$ cat src/rtl/vga_bram_display_if.sv
`default_nettype none
// ============================================================================
// Interface : vga_bram_display_if
// Brief     : VGA pin bundle plus the BRAM port-B read bus of the
//             framebuffer scanner. The master is the display engine, the
//             slave is the BRAM/DAC side.
// Revision  : 1.0 - initial release
// ============================================================================
interface vga_bram_display_if;
  logic        vga_hsync;
  logic        vga_vsync;
  logic [15:0] vga_rgb;
  logic [31:0] bram_addr;
  logic [31:0] bram_din;
  logic        bram_en;

  modport master (
    output vga_hsync,
    output vga_vsync,
    output vga_rgb,
    output bram_addr,
    output bram_en,
    input  bram_din
  );

  modport slave (
    input  vga_hsync,
    input  vga_vsync,
    input  vga_rgb,
    input  bram_addr,
    input  bram_en,
    output bram_din
  );
endinterface
`default_nettype wire

$ cat src/rtl/vga_bram_display.sv
`default_nettype none
// ============================================================================
// Module   : vga_bram_display
// Brief    : 640x480@60 VGA timing generator that scans an RGB565
//            framebuffer (two pixels per 32-bit BRAM word) out of an external
//            BRAM read port with 1-cycle latency, upscaled H_ACTIVE/FB_W
//            horizontally and V_ACTIVE/FB_H vertically.
// Options  : VGA_TEST_PATTERN_EN - bypass the BRAM and show 8 colour bars.
// Revision : 1.0 - initial release
// ============================================================================
//
// Pipeline (one raster position per clock):
//   edge k   : counters move to position P; the fetch for P is registered
//              from the look-ahead counter value, so bram_en/bram_addr for P
//              are visible in the same cycle as P.
//   edge k+1 : BRAM samples the address; stage 1 decodes P (active, syncs,
//              which half of the word).
//   edge k+2 : output registers take sync/colour for P; the first pixel of a
//              word is taken straight from bram_din into the output register.
// So every output appears two clocks after the counters reach its position.
//
// Reset parks the counters on the last position of the frame, so the first
// clock after reset lands on (0,0) and immediately issues the fetch for
// word 0 while all outputs start from their idle values.
module vga_bram_display #(
  parameter int H_ACTIVE = 640,
  parameter int H_FP     = 16,
  parameter int H_SYNC   = 96,
  parameter int H_BP     = 48,
  parameter int V_ACTIVE = 480,
  parameter int V_FP     = 10,
  parameter int V_SYNC   = 2,
  parameter int V_BP     = 33,
  parameter int FB_W     = 160,
  parameter int FB_H     = 240
) (
  input  logic               clk,
  input  logic               reset,
  vga_bram_display_if.master bus
);

  // Raster constants; 10-bit counters cover totals up to 1024.
  localparam int         c_h_total  = H_ACTIVE + H_FP + H_SYNC + H_BP;
  localparam int         c_v_total  = V_ACTIVE + V_FP + V_SYNC + V_BP;
  localparam logic [9:0] c_h_last   = 10'(c_h_total - 1);
  localparam logic [9:0] c_v_last   = 10'(c_v_total - 1);
  localparam logic [9:0] c_h_act    = 10'(H_ACTIVE);
  localparam logic [9:0] c_v_act    = 10'(V_ACTIVE);
  localparam logic [9:0] c_hs_start = 10'(H_ACTIVE + H_FP);
  localparam logic [9:0] c_hs_end   = 10'(H_ACTIVE + H_FP + H_SYNC);
  localparam logic [9:0] c_vs_start = 10'(V_ACTIVE + V_FP);
  localparam logic [9:0] c_vs_end   = 10'(V_ACTIVE + V_FP + V_SYNC);
  // Clocks per displayed FB pixel, and per 32-bit word (two pixels).
  localparam logic [9:0] c_h_scale  = 10'(H_ACTIVE / FB_W);
  localparam logic [9:0] c_span     = 10'(2 * (H_ACTIVE / FB_W));

  // Raster counters and look-ahead position.
  logic [9:0]  r_hcnt;
  logic [9:0]  r_vcnt;
  logic [9:0]  w_h_nxt;
  logic [9:0]  w_v_nxt;
  logic        w_cur_active;

  // Fetch port registers.
  logic        r_bram_en;
  logic [31:0] r_bram_addr;

  // Stage 1: decoded position whose BRAM read is in flight.
  logic        r_s1_active;
  logic        r_s1_hsync;
  logic        r_s1_vsync;
  logic        r_s1_first;
  logic        r_s1_upper;

  // Stage 2: output registers.
  logic        r_hsync;
  logic        r_vsync;
  logic [15:0] r_rgb;

`ifdef VGA_TEST_PATTERN_EN
  localparam logic [9:0] c_bar_w = 10'(H_ACTIVE / 8);
  logic [2:0]  r_s1_bar;
  logic [15:0] w_bar_rgb;
`else
  localparam logic [9:0]  c_v_scale = 10'(V_ACTIVE / FB_H);
  localparam logic [31:0] c_wpr     = 32'(FB_W / 2);
  logic        w_fetch;
  logic [31:0] w_fetch_word;
  logic [31:0] r_word;
`endif

  // Next raster position: h wraps at the line end and carries into v.
  always_comb begin
    w_h_nxt = r_hcnt + 10'd1;
    w_v_nxt = r_vcnt;
    if (r_hcnt == c_h_last) begin
      w_h_nxt = 10'd0;
      w_v_nxt = (r_vcnt == c_v_last) ? 10'd0 : r_vcnt + 10'd1;
    end
  end

  assign w_cur_active = (r_hcnt < c_h_act) && (r_vcnt < c_v_act);

`ifndef VGA_TEST_PATTERN_EN
  // Fetch decision for the position the counters move to on this edge.
  always_comb begin
    w_fetch      = (w_h_nxt < c_h_act) && (w_v_nxt < c_v_act) &&
                   ((w_h_nxt % c_span) == 10'd0);
    w_fetch_word = 32'(w_v_nxt / c_v_scale) * c_wpr + 32'(w_h_nxt / c_span);
  end
`endif

  // Raster counters and registered BRAM fetch port.
  always_ff @(posedge clk) begin
    if (reset) begin
      r_hcnt      <= c_h_last;
      r_vcnt      <= c_v_last;
      r_bram_en   <= 1'b0;
      r_bram_addr <= 32'd0;
    end else begin
      r_hcnt <= w_h_nxt;
      r_vcnt <= w_v_nxt;
`ifdef VGA_TEST_PATTERN_EN
      r_bram_en   <= 1'b0;
      r_bram_addr <= 32'd0;
`else
      r_bram_en <= w_fetch;
      if (w_fetch) begin
        r_bram_addr <= {w_fetch_word[29:0], 2'b00};
      end
`endif
    end
  end

  // Stage 1: decode blanking, syncs and pixel slot of the current position.
  always_ff @(posedge clk) begin
    if (reset) begin
      r_s1_active <= 1'b0;
      r_s1_hsync  <= 1'b1;
      r_s1_vsync  <= 1'b1;
      r_s1_first  <= 1'b0;
      r_s1_upper  <= 1'b0;
`ifdef VGA_TEST_PATTERN_EN
      r_s1_bar    <= 3'd0;
`endif
    end else begin
      r_s1_active <= w_cur_active;
      r_s1_hsync  <= ~((r_hcnt >= c_hs_start) && (r_hcnt < c_hs_end));
      r_s1_vsync  <= ~((r_vcnt >= c_vs_start) && (r_vcnt < c_vs_end));
      r_s1_first  <= (r_hcnt % c_span) == 10'd0;
      r_s1_upper  <= ((r_hcnt / c_h_scale) % 10'd2) != 10'd0;
`ifdef VGA_TEST_PATTERN_EN
      r_s1_bar    <= 3'(r_hcnt / c_bar_w);
`endif
    end
  end

`ifdef VGA_TEST_PATTERN_EN
  // Colour of each of the eight vertical bars.
  always_comb begin
    w_bar_rgb = 16'h0000;
    case (r_s1_bar)
      3'd0:    w_bar_rgb = 16'hFFFF;
      3'd1:    w_bar_rgb = 16'hFFE0;
      3'd2:    w_bar_rgb = 16'h07FF;
      3'd3:    w_bar_rgb = 16'h07E0;
      3'd4:    w_bar_rgb = 16'hF81F;
      3'd5:    w_bar_rgb = 16'hF800;
      3'd6:    w_bar_rgb = 16'h001F;
      default: w_bar_rgb = 16'h0000;
    endcase
  end
`endif

  // Stage 2: output registers; the word-start pixel comes directly from
  // bram_din, the remaining slots from the held word.
  always_ff @(posedge clk) begin
    if (reset) begin
      r_hsync <= 1'b1;
      r_vsync <= 1'b1;
      r_rgb   <= 16'h0000;
`ifndef VGA_TEST_PATTERN_EN
      r_word  <= 32'd0;
`endif
    end else begin
      r_hsync <= r_s1_hsync;
      r_vsync <= r_s1_vsync;
`ifdef VGA_TEST_PATTERN_EN
      r_rgb   <= r_s1_active ? w_bar_rgb : 16'h0000;
`else
      if (r_s1_active && r_s1_first) begin
        r_word <= bus.bram_din;
      end
      if (!r_s1_active) begin
        r_rgb <= 16'h0000;
      end else if (r_s1_first) begin
        r_rgb <= bus.bram_din[15:0];
      end else if (r_s1_upper) begin
        r_rgb <= r_word[31:16];
      end else begin
        r_rgb <= r_word[15:0];
      end
`endif
    end
  end

  assign bus.vga_hsync = r_hsync;
  assign bus.vga_vsync = r_vsync;
  assign bus.vga_rgb   = r_rgb;
  assign bus.bram_en   = r_bram_en;
  assign bus.bram_addr = r_bram_addr;

endmodule
`default_nettype wire

$ cat src/flat_wrapper.sv
// flat-port wrapper written by rule: the top's interface ports become plain ports
module vga_bram_display_flat 
#(
  parameter int H_ACTIVE = 640,
  parameter int H_FP     = 16,
  parameter int H_SYNC   = 96,
  parameter int H_BP     = 48,
  parameter int V_ACTIVE = 480,
  parameter int V_FP     = 10,
  parameter int V_SYNC   = 2,
  parameter int V_BP     = 33,
  parameter int FB_W     = 160,
  parameter int FB_H     = 240
)
  (clk, reset, bus_vga_hsync, bus_vga_vsync, bus_vga_rgb, bus_bram_addr, bus_bram_en, bus_bram_din);
  vga_bram_display_if bus_i ();
  input  logic clk;
  input  logic reset;
  output wire logic [$bits(bus_i.vga_hsync)-1:0] bus_vga_hsync;
  output wire logic [$bits(bus_i.vga_vsync)-1:0] bus_vga_vsync;
  output wire logic [$bits(bus_i.vga_rgb)-1:0] bus_vga_rgb;
  output wire logic [$bits(bus_i.bram_addr)-1:0] bus_bram_addr;
  output wire logic [$bits(bus_i.bram_en)-1:0] bus_bram_en;
  input wire logic [$bits(bus_i.bram_din)-1:0] bus_bram_din;
  assign bus_vga_hsync = bus_i.vga_hsync;
  assign bus_vga_vsync = bus_i.vga_vsync;
  assign bus_vga_rgb = bus_i.vga_rgb;
  assign bus_bram_addr = bus_i.bram_addr;
  assign bus_bram_en = bus_i.bram_en;
  assign bus_i.bram_din = bus_bram_din;
  vga_bram_display #(.H_ACTIVE(H_ACTIVE), .H_FP(H_FP), .H_SYNC(H_SYNC), .H_BP(H_BP), .V_ACTIVE(V_ACTIVE), .V_FP(V_FP), .V_SYNC(V_SYNC), .V_BP(V_BP), .FB_W(FB_W), .FB_H(FB_H)) u_core (.clk(clk), .reset(reset), .bus(bus_i));
endmodule
$ cat config.mk
export PLATFORM = sky130hd
export DESIGN_NAME = vga_bram_display_flat
export DESIGN_NICKNAME = d
export VERILOG_FILES = /design/src/rtl/vga_bram_display_if.sv /design/src/rtl/vga_bram_display.sv /design/src/flat_wrapper.sv
export SDC_FILE = /design/constraint.sdc
export NUM_CORES = 1
export LEC_CHECK = 0
export ABC_AREA = 1
export BUFFER_PORTS_ARGS = -buffer_cell sky130_fd_sc_hd__buf_2
export CAP_MARGIN = 15
export CELL_PAD_IN_SITES_DETAIL_PLACEMENT = 0
export CELL_PAD_IN_SITES_GLOBAL_PLACEMENT = 2
export CORE_MARGIN = 5
export CORE_UTILIZATION = 31
export DETAILED_ROUTE_END_ITERATION = 8
export PLACE_DENSITY_LB_ADDON = 0.1
export SLEW_MARGIN = 20
export SYNTH_ARGS = -nofsm -noshare
export SYNTH_HDL_FRONTEND = slang
export SYNTH_SLANG_ARGS = --single-unit
$ cat constraint.sdc
create_clock -name clk -period 4.4 [get_ports clk]
set_input_delay 0.44 -clock clk [delete_from_list [all_inputs] [get_ports clk]]
set_output_delay 0.44 -clock clk [all_outputs]
set_load 0.005 [all_outputs]
### After elaboration in Yosys (flattened, before gate mapping)

Cells that the tools add are included.

| storage, ports and cells | value |
|---|---|
| input bits | 34 |
| bits in latches | 0 |
| bits in writable memories | 0 |
| output and inout port bits | 51 |
| logic and storage cells | 44 |
| flip-flop bits (word level) | 106 |
| ROM bits | 0 |
| memories kept | 0 |

| operators by class | value |
|---|---|
| div/mod/pow operators | 0 |
| multipliers | 1 |
| add/sub/neg operators | 3 |
| reduce and logical (&&, ||, !) cells | 9 |
| multiplexer cells | 5 |
| equal/unequal tests | 2 |
| shifts and indexed selects | 0 |
| bitwise logic cells | 3 |
| order comparisons | 8 |

Operator list:

| cell | count |
|---|---|
| 2-to-1 mux 16 bit | 2 |
| adder 30 x 7 -> 30 bit | 1 |
| < comparator 10 bit (second input constant) | 3 |
| < comparator 10 x 9 -> 1 bit (second input constant) | 3 |
| 2-to-1 mux 10 bit | 3 |
| adder 10 x 1 -> 10 bit (second input constant) | 2 |
| equality test 10 bit (second input constant) | 2 |
| zero test 10 bit | 2 |
| multiplier 9 x 3 -> 12 bit (second input constant) | 1 |
| greater-or-equal comparator 10 bit (second input constant) | 1 |
| greater-or-equal comparator 10 x 9 -> 1 bit (second input constant) | 1 |
| logical AND 1 bit | 6 |
| inverter 1 bit | 3 |
| OR reduction 2 bit | 1 |

### Logic depth before layout (Yosys ltp)

| logic depth | value |
|---|---|
| word-level depth | 6 |
| gate-level depth with buffers | 26 |
| gate-level depth less buffers | 26 |

### Worst setup path after synthesis

Ideal clock, no wire load.

| timing | value |
|---|---|
| kind | register -> register |
| start point | register u_core.r_hcnt[0] |
| end point | register u_core.r_bram_addr[14] (netlist: u_core.bus.bram_addr[14]) |
| arrival | 3362 ps |
| data required time | 4287 ps |
| path slack | 925 ps |
| period minus slack after synthesis | 3475 ps |
| cell stages (with the launch flop) | 23 |
| setup time | 113 ps |
| path through | dfxtp_1 ha_1 nand3_2 inv_2 nand3_4 inv_2 nand2_1 xor2_1 inv_1 nand2_1 inv_1 ha_1 ha_1 inv_1 fa_1 nand3b_1 nor2_1 nand2_1 nor2_1 xor2_1 nand3_1 nand2_1 nor2_1 |

| on the way | value |
|---|---|
| cells in the longest elaborated chain, start to end | 5 |
| elaborated cells on any way between the ends | 11 |
| classes of those cells | add/sub: 2; mul: 1; order compare: 2; eq/ne: 1; mux: 2; reduce/logical: 3 |

RTL lines:

| item | line | RTL |
|---|---|---|
| start, declared | vga_bram_display.sv:58 | `logic [9:0] r_hcnt;` |
| start signal, assigned | vga_bram_display.sv:116 | `r_hcnt <= c_h_last;` |
| start signal, assigned | vga_bram_display.sv:121 | `r_hcnt <= w_h_nxt;` |
| equality test 10 bit (*) | vga_bram_display.sv:96 | `if (r_hcnt == c_h_last) begin` |
| 2-to-1 mux 10 bit (*) | vga_bram_display.sv:96 |  |
| named net u_core.w_v_nxt[4] | vga_bram_display.sv:61 | `logic [9:0] w_v_nxt;` |
| branches (longest 3 deep; another with adder 30 x 7 -> 30 bit) | - |  |
| end signal, assigned | vga_bram_display.sv:129 | `r_bram_addr <= {w_fetch_word[29:0], 2'b00};` |
| end, declared | vga_bram_display.sv:66 | `logic [31:0] r_bram_addr;` |

Mark *: on every way through the listed nets, which the timed path passes.
A chain may end at the register's enable or synchronous reset.

### Final worst setup path

| timing | value |
|---|---|
| start point | register u_core.r_hcnt[0] |
| end point | register u_core.r_bram_addr[16] (netlist: u_core.bus.bram_addr[16]) |

Same word-level chain as after synthesis.

==> flow_metrics.tcl <==
set metrics [dict create \
    clock_latency_ps 350 \
    drv_cap 0 \
    yosysWarnings 0 \
    endpoint "u_core.bus.bram_addr[16]" \
    cp_data_required_time_ps 4680 \
    reg2reg_from "u_core.r_hcnt[0]" \
    yosysSeqAreaShare 0.370 \
    multi_input_area_mm2 0.00257 \
    chipHeight_um 137 \
    slew_headroom 0.527 \
    vias 4489 \
    yosys.area.top_type "dfxtp_1" \
    wl_per_cell_um 12.8 \
    numPortBuffers 69 \
    startpoint "u_core.r_hcnt[0]" \
    numCtsBuffers 9 \
    postSynthAreaPerCell_um2 6.87 \
    r2r_cells 24 \
    ys_types 37 \
    p_leak_nw 2.93 \
    synthAdderAreaFrac 0.0552 \
    fin_ws_ps 485 \
    final_area_mm2 0.00582 \
    end_kind "flip-flop" \
    crit_path_top_delay_cell "fa_1" \
    viasPerCell 4.44 \
    synth_compound_area_frac 0.119 \
    track_usage 0.142 \
    drt_iter0_drc 187 \
    cts_tree "built" \
    die_w_um 137 \
    outcome "completed" \
    num-fill-cells 1768 \
    yosys-top-cells-area "dfxtp_1 (37%), nand2_1 (11%), inv_1 (8.3%)" \
    crit_type "reg2reg" \
    start_kind "flip-flop" \
    cts_resized 0 \
    clock_path_buffers 2 \
    crit_arrival_ps 4200 \
    drc 0 \
    worstPathMaxFanout 7 \
    path_cells "ha_1 > nand3_2 > inv_2 > nand3_4 > inv_2 > nand2_1 > xor2_1 > inv_1 > nand2_1 > inv_1 > ha_1 > ha_1 > inv_1 > fa_1 > nand3b_1 > nor2_1 > nand2_1 > nor2_1 > inv_1 > nor2_1 > nand3_1 > nand2_1 > nor2_1 > nor2_1" \
    final.setup.tns_ps 0 \
    path_common_cell "nor2_1" \
    hold_viol_final 0 \
    switching_share 0.464 \
    vdd_drop_max_mv 0.490 \
    syn_area_mm2 0.00503 \
    synthCells 733 \
    grt_pass1_wl_mm 21.3 \
    period_minus_slack_ps 3920 \
    syn2layout_area_growth_pct 15.5 \
    place_congestion 0.842 \
    grt.overflow.total 0 \
    setup_viol 0 \
    post-route-util 0.366 \
    hold_buffers 0 \
    postPlaceCellArea_mm2 0.00550 \
    place_ws_ps 502 \
    p_seq_frac 0.262 \
    antenna_found_initial 0 \
    nets 846 \
    rsz0062_at_grt "false" \
    htree_num_levels 3 \
    synth_top_area_frac 0.370 \
    crit_path_max_incr_delay_ps 440 \
    placedCellCount 996 \
    cts_setup_buffers 0 \
    clkPwrFrac 0.201 \
    grt_pass1_vias 4364 \
    synth_top_family_by_area "simple AND/OR/NAND/NOR gates" \
    root_buffer "clkbuf_16" \
    power.switching_mw 1.88 \
    p_int_mw 2.17 \
    r2r_slack_ps 480 \
    fin_worst_skew_ps 9.12 \
    comb_power_share 0.537 \
    io_pins 85 \
    place_hpwl_mm 9.56 \
    design.die.area_mm2 0.0189 \
    finalPower_mw 4.05 \
    instances_no_fill 1012 \
    worst_pin_slew_ps 707 \
    p_per_area_mw_per_mm2 697 \
    initial_core_util 0.317 \
    drv_slew 0 \
    hold_class "in2reg" \
    yosys.area_share.simple 0.303 \
    period_share 0.890 \
    coreArea_mm2 0.0159 \
    fmax_mhz 255 \
    wirelength_mm 13.0 \
    dr.pass1.iters 5 \
    grt_max_degree 58 \
    synthXorXnorAreaFrac 0.0209 \
    clock-sinks 93 \
    worst_hold_slack_ps 349 \
    detail-route-antenna-nets 0 \
    drive_gt1_frac 0.175 \
    synth_mux_area_frac 0 \
    r2r_end "u_core.bus.bram_addr[16]" \
    ys_ff_latch 93 \
    register_area_mm2 0.00186 \
    antennaDiodeCount 0 \
    clk_pin_slew_worst_paths_ps 70 \
    rows 46 \
]
flip-flops by register name, indices dropped and copies added, names as in the netlist, 10 cells and up:
signal,cells
u_core.bus.bram_addr,17
u_core.bus.vga_rgb,16
u_core.r_hcnt,10
u_core.r_vcnt,10
u_core.r_word,32
layout by cell type (no fill, tap or decap), types with 2 or more instances in the layout:
master / netlist / final
nand2_1: 144 / 144
inv_1: 111 / 111
dfxtp_1: 93 / 92
nor2_1: 90 / 90
o21ai_0: 71 / 71
buf_2: 2 / 69
nand3_1: 43 / 43
a21oi_1: 37 / 37
nor2_2: 25 / 25
ha_1: 19 / 19
conb_1: 1 / 15
clkbuf_16: 0 / 9
xor2_1: 8 / 8
nand4_1: 7 / 7
nand2_2: 5 / 5
inv_2: 4 / 4
nor3_1: 4 / 4
nand3b_1: 4 / 4
xnor2_1: 4 / 4
or2_2: 4 / 4
inv_6: 0 / 4
o21bai_1: 3 / 3
buf_4: 15 / 3
nand3_2: 2 / 2
nand3_4: 2 / 2
nand2_4: 2 / 2
fa_1: 2 / 2
cells by family (layout without fill, tap and decap cells):
logic type / count (synthesis) / in the layout
xor gates and xnor gates: 12 / 12
and+or+nand+nor: 336 / 336
other: 1 / 15
adders and majority gates: 21 / 21
AOI/OAI and AO/OA: 115 / 115
DFF: 93 / 93
buffers and inverters: 155 / 204
synthesized netlist by cell type, drive strengths merged:
master	instances
fa	2
clkbuf	20
o21bai	4
inv	116
ha	19
or2	4
conb	1
nand3	47
nand4	8
dfxtp	93
o2111ai	1
o21ai	72
nor4	1
nand2	151
a21oi	37
nand3b	4
nor2	117
xor2	8
buf	19
nor3	4
o211ai	1
xnor2	4
power groups by stage:
stage | Sequential (mW) | Combinational (mW) | Clock [mW]
after CTS | 1.06 | 2.22 | 0.851
after global placement | 1.08 | 2.22 | 0
after detailed placement | 1.08 | 2.21 | 0
after global routing | 1.08 | 2.55 | 0.881
after floorplan | 1.04 | 1.75 | 0
final | 1.06 | 2.18 | 0.814
routing by layer:
layer  global-route usage  up-vias  wire, um
met5                    0        -         0
met1                0.179     2024      6230
met2                0.243       74      6010
met4               0.0443        0       229
li1                     -     2375         -
met3               0.0285       16       507
worst max-delay path, delay by kind of cell (launching register included):
family / cells / cell delay [ps]
AND/OR/NAND/NOR: 13 / 1470
adder cells (fa/ha/maj): 4 / 1200
buffers and inverters: 6 / 570
flip-flops: 1 / 410
XOR/XNOR: 1 / 200
area by class of cell:
cell class / count / area share
flip-flops and latches: 93 / 0.320
clock buffers: 9 / 0.0387
well taps: 216 / 0.0465
multi-input cells: 499 / 0.441
inverters: 116 / 0.0753
clock inverters: 7 / 0.0146
repair buffers: 72 / 0.0633
worst min path at each step:
stage | depth (start not counted) | slack (ps) | startpoint | endpoint
after floorplan | 1 | 390 | u_core.r_s1_hsync | u_core.bus.vga_hsync
after global placement | 1 | 400 | u_core.r_s1_vsync | u_core.bus.vga_vsync
after detailed placement | 1 | 400 | u_core.r_s1_vsync | u_core.bus.vga_vsync
after CTS | 3 | 340 | bus_bram_din[17] | u_core.r_word[17]
after global routing | 3 | 370 | bus_bram_din[18] | u_core.r_word[18]
final | 3 | 350 | bus_bram_din[17] | u_core.r_word[17]
Note: power is estimated with default switching activity, not from simulation.
